===== config.mk =====
export PLATFORM = sky130hd
export DESIGN_NAME = washing_machine_ctrl_multi
export DESIGN_NICKNAME = d
export VERILOG_FILES = /design/src/rtl/washing_machine_ctrl_multi.sv
export SDC_FILE = /design/constraint.sdc
export NUM_CORES = 1
export LEC_CHECK = 0
export ABC_CLOCK_PERIOD_IN_PS = 2450
export CAP_MARGIN = 25
export CORE_MARGIN = 2
export CORE_UTILIZATION = 25
export CTS_BUF_LIST = sky130_fd_sc_hd__clkbuf_8
export CTS_CLUSTER_SIZE = 10
export DETAILED_ROUTE_END_ITERATION = 16
export SKIP_CTS_REPAIR_TIMING = 1
export SLEW_MARGIN = 20
export SYNTH_ARGS = -nofsm -noshare
export SYNTH_HDL_FRONTEND = slang
export SYNTH_SLANG_ARGS = --single-unit

===== constraint.sdc =====
create_clock -name clk -period 2.45 [get_ports clk]
set_input_delay 0.245 -clock clk [delete_from_list [all_inputs] [get_ports clk]]
set_output_delay 0.245 -clock clk [all_outputs]
set_load 0.02 [all_outputs]

===== src/rtl/washing_machine_ctrl_multi.sv =====
// washing_machine_ctrl_multi: washer sequencer with counter-timed phases, mode-selected rinse passes, pause and fill/drain watchdogs.
// Optional presoak stage for heavy mode is enabled by defining PRESOAK_EN.
module washing_machine_ctrl_multi #(
    parameter int TIMER_W       = 16,
    parameter int WASH_TICKS    = 1000,
    parameter int RINSE_TICKS   = 600,
    parameter int SPIN_TICKS    = 800,
    parameter int FILL_TIMEOUT  = 2000,
    parameter int DRAIN_TIMEOUT = 2000,
    parameter int MAX_RINSE     = 3
`ifdef PRESOAK_EN
    ,
    parameter int SOAK_TICKS    = 500
`endif
) (
    input  logic       clk,
    input  logic       reset,
    input  logic       start,
    input  logic       door_close,
    input  logic       filled,
    input  logic       detergent_added,
    input  logic       drained,
    input  logic       pause,
    input  logic [1:0] mode,
    output logic       door_lock,
    output logic       motor_on,
    output logic       fill_valve_on,
    output logic       drain_valve_on,
    output logic       water_wash,
    output logic       done,
    output logic       fault,
    output logic [3:0] state_out
);
    localparam longint TMAX = longint'(1) << TIMER_W;
    localparam bit BAD_CFG = WASH_TICKS < 1 || RINSE_TICKS < 1 || SPIN_TICKS < 1 ||
        FILL_TIMEOUT < 1 || DRAIN_TIMEOUT < 1 || MAX_RINSE < 1 || MAX_RINSE > 7 ||
        longint'(WASH_TICKS) > TMAX || longint'(RINSE_TICKS) > TMAX || longint'(SPIN_TICKS) > TMAX ||
        longint'(FILL_TIMEOUT) > TMAX || longint'(DRAIN_TIMEOUT) > TMAX;
    if (BAD_CFG) begin : g_bad_cfg
        $error("washing_machine_ctrl_multi: phase lengths/timeouts must be >=1 and fit TIMER_W, MAX_RINSE in 1..7");
    end

    localparam logic [TIMER_W-1:0] WASH_LAST  = TIMER_W'(WASH_TICKS - 1);
    localparam logic [TIMER_W-1:0] RINSE_LAST = TIMER_W'(RINSE_TICKS - 1);
    localparam logic [TIMER_W-1:0] SPIN_LAST  = TIMER_W'(SPIN_TICKS - 1);
    localparam logic [TIMER_W-1:0] FILL_LAST  = TIMER_W'(FILL_TIMEOUT - 1);
    localparam logic [TIMER_W-1:0] DRAIN_LAST = TIMER_W'(DRAIN_TIMEOUT - 1);

    typedef enum logic [3:0] {
        IDLE  = 4'd0,
        FILL  = 4'd1,
        WASH  = 4'd2,
        DRAIN = 4'd3,
        RINSE = 4'd4,
        SPIN  = 4'd5,
        DONE  = 4'd6,
        FAULT = 4'd7
`ifdef PRESOAK_EN
        ,
        SOAK  = 4'd8
`endif
    } state_t;

    state_t state, state_nx, first_dest;
    logic [TIMER_W-1:0] timer;
    logic [2:0] rinse_cnt, rinse_target;
    logic timed, door_bad;

`ifdef PRESOAK_EN
    localparam logic [TIMER_W-1:0] SOAK_LAST = TIMER_W'(SOAK_TICKS - 1);
    logic heavy;
    always_ff @(posedge clk) begin
        if (reset) heavy <= 1'b0;
        else if (state == IDLE && state_nx == FILL) heavy <= mode == 2'd2;
    end
    assign first_dest = heavy ? SOAK : WASH;
    assign timed = state == WASH || state == RINSE || state == SPIN || state == SOAK;
`else
    assign first_dest = WASH;
    assign timed = state == WASH || state == RINSE || state == SPIN;
`endif

    assign door_bad = !door_close && state != IDLE && state != DONE && state != FAULT;

    always_comb begin
        state_nx = state;
        if (door_bad) state_nx = FAULT;
        else case (state)
            IDLE:  if (start && door_close) state_nx = FILL;
            FILL:  if (filled && (rinse_cnt != 3'd0 || detergent_added)) state_nx = rinse_cnt != 3'd0 ? RINSE : first_dest;
                   else if (timer == FILL_LAST) state_nx = FAULT;
            WASH:  if (!pause && timer == WASH_LAST) state_nx = DRAIN;
            DRAIN: if (drained) state_nx = rinse_cnt < rinse_target ? FILL : SPIN;
                   else if (timer == DRAIN_LAST) state_nx = FAULT;
            RINSE: if (!pause && timer == RINSE_LAST) state_nx = DRAIN;
            SPIN:  if (!pause && timer == SPIN_LAST) state_nx = DONE;
            DONE:  if (!start) state_nx = IDLE;
            FAULT: state_nx = FAULT;
`ifdef PRESOAK_EN
            SOAK:  if (!pause && timer == SOAK_LAST) state_nx = WASH;
`endif
            default: state_nx = IDLE;
        endcase
    end

    always_ff @(posedge clk) begin
        if (reset) begin
            state        <= IDLE;
            timer        <= '0;
            rinse_cnt    <= 3'd0;
            rinse_target <= 3'd0;
        end else begin
            state <= state_nx;
            timer <= state_nx != state ? '0 : (timed && pause) ? timer : timer + TIMER_W'(1);
            if (state == IDLE && state_nx == FILL) begin
                rinse_cnt    <= 3'd0;
                rinse_target <= mode == 2'd2 ? 3'(MAX_RINSE) : mode == 2'd1 ? 3'd2 : 3'd1;
            end
            if (state == DRAIN && state_nx == FILL) rinse_cnt <= rinse_cnt + 3'd1;
        end
    end

    always_comb begin
        door_lock      = state != IDLE && state != DONE;
        motor_on       = (state == WASH || state == RINSE || state == SPIN) && !pause;
        fill_valve_on  = state == FILL;
        drain_valve_on = state == DRAIN || state == SPIN;
        water_wash     = (state == FILL && rinse_cnt != 3'd0) || state == RINSE;
        done           = state == DONE;
        fault          = state == FAULT;
        state_out      = state;
    end
endmodule


Word level (Yosys, flattened, before mapping). Cells that the tools add are included.

Register bits: 26. Word-level logic and storage cells: 66. Output and inout port bits: 11. Bits of input ports: 10.

$add $sub $neg: 2. Order comparisons: 1. Mux-type cells: 16. Equal/unequal tests: 17. Reductions and logical operators: 26.

Operator list (number): $eq A16 B10 Y1 const B (3); $mux W4 (9); $pmux W4 S8 (1); $add A16 B1 Y16 const B (1); $eq A16 B11 Y1 const B (1); $eq A4 B3 Y1 const B (4); $logic_and A1 B1 Y1 (14); $mux W3 (4); $eq A4 B1 Y1 const B (2); $eq A4 B2 Y1 const B (2); $ne A4 B3 Y1 const B (2); $logic_or A1 B1 Y1 (5); $logic_not A4 Y1 (1); $mux W2 (2); $ne A4 B4 Y1 (1); $reduce_bool A4 Y1 (1); $add A3 B1 Y3 const B (1); $lt A3 B3 Y1 (1); $reduce_bool A3 Y1 (1); $eq A2 B1 Y1 const B (1); $eq A2 B2 Y1 const B (1); $logic_not A1 Y1 (2); $reduce_bool A2 Y1 (1); $reduce_or A2 Y1 (1).

Depth between registers and ports, before layout.
Word-level depth: 10. Depth in mapped cells: 10.

Least setup slack after synthesis. Ideal clock, no wire load.

Path type: register to register. Start point: register state[0], in the netlist state_out[0]. End point: register timer[0]. Path slack: -0.141 ns. Data arrival time: 2.518 ns. Library setup time: 0.073 ns. Buffers on the path: 2. Cell stages (with the launch flop): 10. Required time: 2.377 ns. Cell sequence: dfxtp_1 buf_2 nor4b_2 o211a_1 a2111o_1 nor3b_2 xnor2_1 a2111o_1 buf_6 nor3_2.

Elaborated cells on any way between the ends: 29. Those cells by class: 10 x eq/ne; 10 x mux; 9 x reduce/logical.

RTL lines: start, declared (RTL line 64) `state_t state, state_nx, first_dest;`; start signal, assigned (RTL line 113) `state <= state_nx;`; $eq A4 B1 Y1; named net fill_valve_on (RTL line 27) `output logic fill_valve_on,`; $pmux W4 S8 (RTL line 88) `else case (state)`; $mux W4 (RTL line 87) `if (door_bad) state_nx = FAULT;`; $ne A4 B4 Y1 (RTL line 114) `timer <= state_nx != state ? '0 : (timed && pause) ? timer : timer + TIMER_W'(1);`; $reduce_or A2 Y1 (no source line); end signal, assigned (RTL line 114); end, declared (RTL line 65) `logic [TIMER_W-1:0] timer;`.

The timed path passes the listed nets, and every way through them passes these cells. A chain may end at the register's enable or synchronous reset.

Worst setup path after layout.
Start point: register timer[0]. End point: register timer[0].

Cells in the longest elaborated chain, start to end: 7. Elaborated cells on any way between the ends: 18. Those cells by class: 1 x add/sub; 5 x eq/ne; 8 x mux; 4 x reduce/logical.

Ends and longest elaborated chain (RTL line): $eq A16 B11 Y1, or another cell as far along (91, 94); $mux W4, or another cell as far along (91, 94); $mux W4 (on tied branches); $pmux W4 S8 (88); $mux W4 (87); $ne A4 B4 Y1 (114); $reduce_or A2 Y1 (no source line).

Parallel ways exist; a longest one is shown, timed or not.

==> run_summary.xml <==
<?xml version="1.0" encoding="UTF-8"?>
<metrics>
  <group name="placement">
    <metric name="routabilityCongestion" unit="">0.889</metric>
    <metric name="numPlacedInstances" unit="">317</metric>
    <metric name="port_buffers" unit="">20</metric>
    <metric name="dp_slack" unit="ps">-151</metric>
    <metric name="dp_hpwl" unit="mm">3.17</metric>
  </group>
  <group name="detailed_routing">
    <metric name="drt_first_iter_violations" unit="">65</metric>
    <metric name="drt-vias-per-instance" unit="">4.94</metric>
    <metric name="post_route_ant_nets" unit="">0</metric>
    <metric name="remaining_drc_errors" unit="">0</metric>
    <metric name="drt_wl_total" unit="mm">4.15</metric>
    <metric name="drt_first_pass_iters" unit="">4</metric>
    <metric name="drt-wirelength-per-cell" unit="um">12.9</metric>
    <metric name="total_vias_in_the_final_route" unit="">1590</metric>
  </group>
  <group name="critical_path">
    <metric name="critical_path_cell_count" unit="">9</metric>
    <metric name="worst_setup_path_start_kind" unit="">register</metric>
    <metric name="path_class" unit="">register to register</metric>
    <metric name="required" unit="ps">2640</metric>
    <metric name="timing.reg2reg.worst_path_depth" unit="">9</metric>
    <metric name="timing.critical_path.buf_inv" unit="">1</metric>
    <metric name="critPathMaxFanout" unit="">8</metric>
    <metric name="critical-path-max-stage-delay" unit="ps">410</metric>
    <metric name="critical-path-top-cell-by-count" unit="">sky130_fd_sc_hd__nor3_2</metric>
    <metric name="cpLargestDelayFamily" unit="">simple AND/OR/NAND/NOR gates</metric>
    <metric name="crit_path_end_kind" unit="">register</metric>
    <metric name="crit_path_cells" unit="">ha_2 -&gt; nand3_1 -&gt; or3_4 -&gt; nor3_2 -&gt; nor4_2 -&gt; a21o_1 -&gt; a2111o_1 -&gt; buf_6 -&gt; nor3_2</metric>
    <metric name="worst_ep_arrival_time" unit="ps">2560</metric>
    <metric name="cpMaxStageDelayCell" unit="">sky130_fd_sc_hd__a2111o_1</metric>
  </group>
  <group name="cts">
    <metric name="number_of_buffers_added_by_the_clock_tree_synthesis_step" unit="">3</metric>
    <metric name="htree_levels" unit="">1</metric>
    <metric name="cts_sinks" unit="">25</metric>
    <metric name="cts.path.max_buffers" unit="">2</metric>
    <metric name="tritoncts" unit="">yes</metric>
    <metric name="worst_setup_hold_path_clk_slew" unit="ps">90</metric>
    <metric name="clkLatencyLatePin" unit="ps">270</metric>
    <metric name="cts-root-buf" unit="">sky130_fd_sc_hd__clkbuf_8</metric>
  </group>
  <group name="floorplanning">
    <metric name="die_outline_area" unit="um2">7350</metric>
    <metric name="die_height" unit="um">85.7</metric>
    <metric name="initial_utilization" unit="%">26.1</metric>
    <metric name="fp-row-count" unit="">29</metric>
    <metric name="die_w" unit="um">85.7</metric>
    <metric name="boundaryPins" unit="">21</metric>
    <metric name="placeableCoreArea" unit="um2">6390</metric>
  </group>
  <group name="sta">
    <metric name="slew_violations" unit="">0</metric>
    <metric name="hold_violations_final" unit="">0</metric>
    <metric name="period_needed" unit="ps">2370</metric>
    <metric name="whs" unit="ps">503</metric>
    <metric name="layout_worst_path_cycle_share" unit="%">96.6</metric>
    <metric name="finalSetupViolations" unit="">0</metric>
    <metric name="max_clock_freq" unit="GHz">0.422</metric>
    <metric name="rsz_0062_raised_after_global_routing" unit="">true</metric>
    <metric name="final.setup_skew" unit="ps">3.74</metric>
    <metric name="worst_slack" unit="ps">82.9</metric>
  </group>
  <group name="synth">
    <metric name="synthXorXnorAreaFrac" unit="%">8.92</metric>
    <metric name="synth_flop_cell" unit="">sky130_fd_sc_hd__dfxtp_1</metric>
    <metric name="synth_top_area_cell" unit="">sky130_fd_sc_hd__dfxtp_1</metric>
    <metric name="synth_sequential_area_ratio" unit="%">30.0</metric>
    <metric name="synth.net_count" unit="">219</metric>
    <metric name="netlist_area" unit="um2">1670</metric>
    <metric name="synthMuxAreaShare" unit="%">1.20</metric>
    <metric name="dominant_combinational_cell_family_by_area_after_synthesis" unit="">simple AND/OR/NAND/NOR gates</metric>
    <metric name="synth_top_area_share" unit="%">30.0</metric>
    <metric name="ys_seq_elements" unit="">25</metric>
    <metric name="post_synth_num_cell_types" unit="">49</metric>
    <metric name="synth_compound_area_share" unit="%">12.2</metric>
    <metric name="yosysWarnings" unit="">0</metric>
    <metric name="synth_simple_gate_area_share" unit="%">38.6</metric>
    <metric name="synth_edf_count" unit="">0</metric>
    <metric name="post_synth.cell_area_avg" unit="um2">8.18</metric>
    <metric name="post_synth_fa_ha_maj_area_fraction" unit="%">3.75</metric>
    <metric name="synth-async-reset-ratio" unit="%">0</metric>
    <metric name="synthTopCellsByArea" unit="">sky130_fd_sc_hd__dfxtp_1 30%, sky130_fd_sc_hd__nor3_2 6.0%, sky130_fd_sc_hd__xnor2_1 5.8%</metric>
    <metric name="number_of_instances_in_the_synthesized_netlist" unit="">204</metric>
  </group>
  <group name="global_routing">
    <metric name="globalRouteTotalUtil" unit="%">11.4</metric>
    <metric name="overflow" unit="">0</metric>
    <metric name="global_route_wire_length_before_repair" unit="mm">6.94</metric>
    <metric name="number_of_antenna_violations_at_the_first_check_in_global_routing" unit="">0</metric>
    <metric name="vias_in_the_first_global_route" unit="">1481</metric>
    <metric name="grt_start_max_net_pins" unit="">17</metric>
  </group>
  <group name="hold_path">
    <metric name="hold_path_class" unit="">register to register</metric>
    <metric name="min_delay_path_depth" unit="">2</metric>
  </group>
  <group name="power_and_ir_drop">
    <metric name="leakagePower" unit="nW">0.764</metric>
    <metric name="irDropWorstVdd" unit="uV">270</metric>
    <metric name="fin_total_pwr" unit="uW">967</metric>
    <metric name="power_per_cell_area" unit="nW/um2">435</metric>
  </group>
  <group name="finish">
    <metric name="post_route_cells_drive_above_1_share" unit="%">24.5</metric>
    <metric name="finish.cell_count_without_fillers" unit="">322</metric>
    <metric name="antennaDiodeCount" unit="">0</metric>
    <metric name="final_nets" unit="">261</metric>
    <metric name="area.growth.synth_to_final" unit="%">33.1</metric>
  </group>
  <group name="run">
    <metric name="count_of_maximum_capacitance_violations" unit="">0</metric>
  </group>
  <group name="status">
    <metric name="run_status" unit="">completed</metric>
  </group>
</metrics>
## cell usage after synthesis (all sizes together) (2+ instances only)
cell type	number
a2111o	2
a211oi	2
a21boi	2
a21o	2
a21oi	6
and2	2
and3b	2
and4	3
buf	7
clkbuf	2
dfxtp	25
ha	5
inv	10
mux2i	2
nand2	16
nand2b	4
nand3	6
nand4	6
nor2	17
nor2b	5
nor3	24
nor3b	7
nor4	5
nor4b	2
o21ai	3
o21bai	2
o32ai	2
or2	2
or3	4
xnor2	11
xor2	6
## cell families after synthesis
logic type,Yosys count
and+or+nand+nor,107
buffers and inverters,19
other,1
AOI/OAI and AO/OA,28
adders and majority gates,5
xor gates and xnor gates,17
DFF,25
muxes,2
## sequential cells by signal (all words and copies together), names as in the netlist
register and cells:
timer 16, state_out 4, rinse_cnt 3, rinse_target 2
## layout make-up
| class | count | area, um2 |
|---|---|---|
| repair buffers | 46 | 407 |
| flip-flops and latches | 25 | 508 |
| multi-input cells | 160 | 1130 |
| clock buffers | 3 | 41.3 |
| clock inverters | 1 | 3.75 |
| fillers | 649 | 4160 |
| inverters | 10 | 37.5 |
| well taps | 77 | 96.3 |
## cell usage in the layout (no fill, tap or decap), types with 9 or more instances in the layout
cell / netlist / final
sky130_fd_sc_hd__dfxtp_1: 25 / 19
sky130_fd_sc_hd__nand2_1: 16 / 16
sky130_fd_sc_hd__nor3_1: 14 / 10
sky130_fd_sc_hd__nor2_1: 17 / 17
sky130_fd_sc_hd__xnor2_1: 11 / 11
sky130_fd_sc_hd__clkdlybuf4s50_1: 0 / 20
sky130_fd_sc_hd__nor3_2: 10 / 14
sky130_fd_sc_hd__buf_4: 0 / 23
sky130_fd_sc_hd__inv_1: 8 / 9
## where the power goes
group	internal, mW	total (mW)	leakage [nW]	switching [mW]
Combinational	0.134	0.285	0.532	0.151
Sequential	0.417	0.440	0.205	0.0226
Clock	0.112	0.243	0.0269	0.130
## worst paths after layout
path | startpoint | to | slack, ps
min reg2reg | rinse_target[1]$_SDFFE_PP0P_ | rinse_target[1]$_SDFFE_PP0P_ | 500
max | timer[0]$_SDFFE_PP0N_ | timer[0]$_SDFFE_PP0N_ | 80
min | rinse_target[1]$_SDFFE_PP0P_ | rinse_target[1]$_SDFFE_PP0P_ | 500
max reg2reg | timer[0]$_SDFFE_PP0N_ | timer[0]$_SDFFE_PP0N_ | 80
## layer usage
layer	wire [um]	GRT usage [%]
met1	2030	15.5
met2	1970	18.8
met3	132	2.02
met4	25	3.03
met5	0	0
## stage by stage
step                      util (%)  setup TNS [ps]  area (um2)
after detailed placement      33.1           -1990        2120
final                         34.8               0        2220
after global placement        33.1            -940        2120
after global routing          34.8            -610        2220
after floorplan                  -               0        1680
after CTS                     33.8            -282        2160
## worst reg2reg max path: cells and delay by family (launching register included)
family	cells	cell delay, ps
AOI/OAI and AO/OA	2	600
adders and majority gates	1	220
buffers and inverters	1	170
DFF	1	360
and+or+nand+nor	5	950
Note: power is estimated with default switching activity, not from simulation.
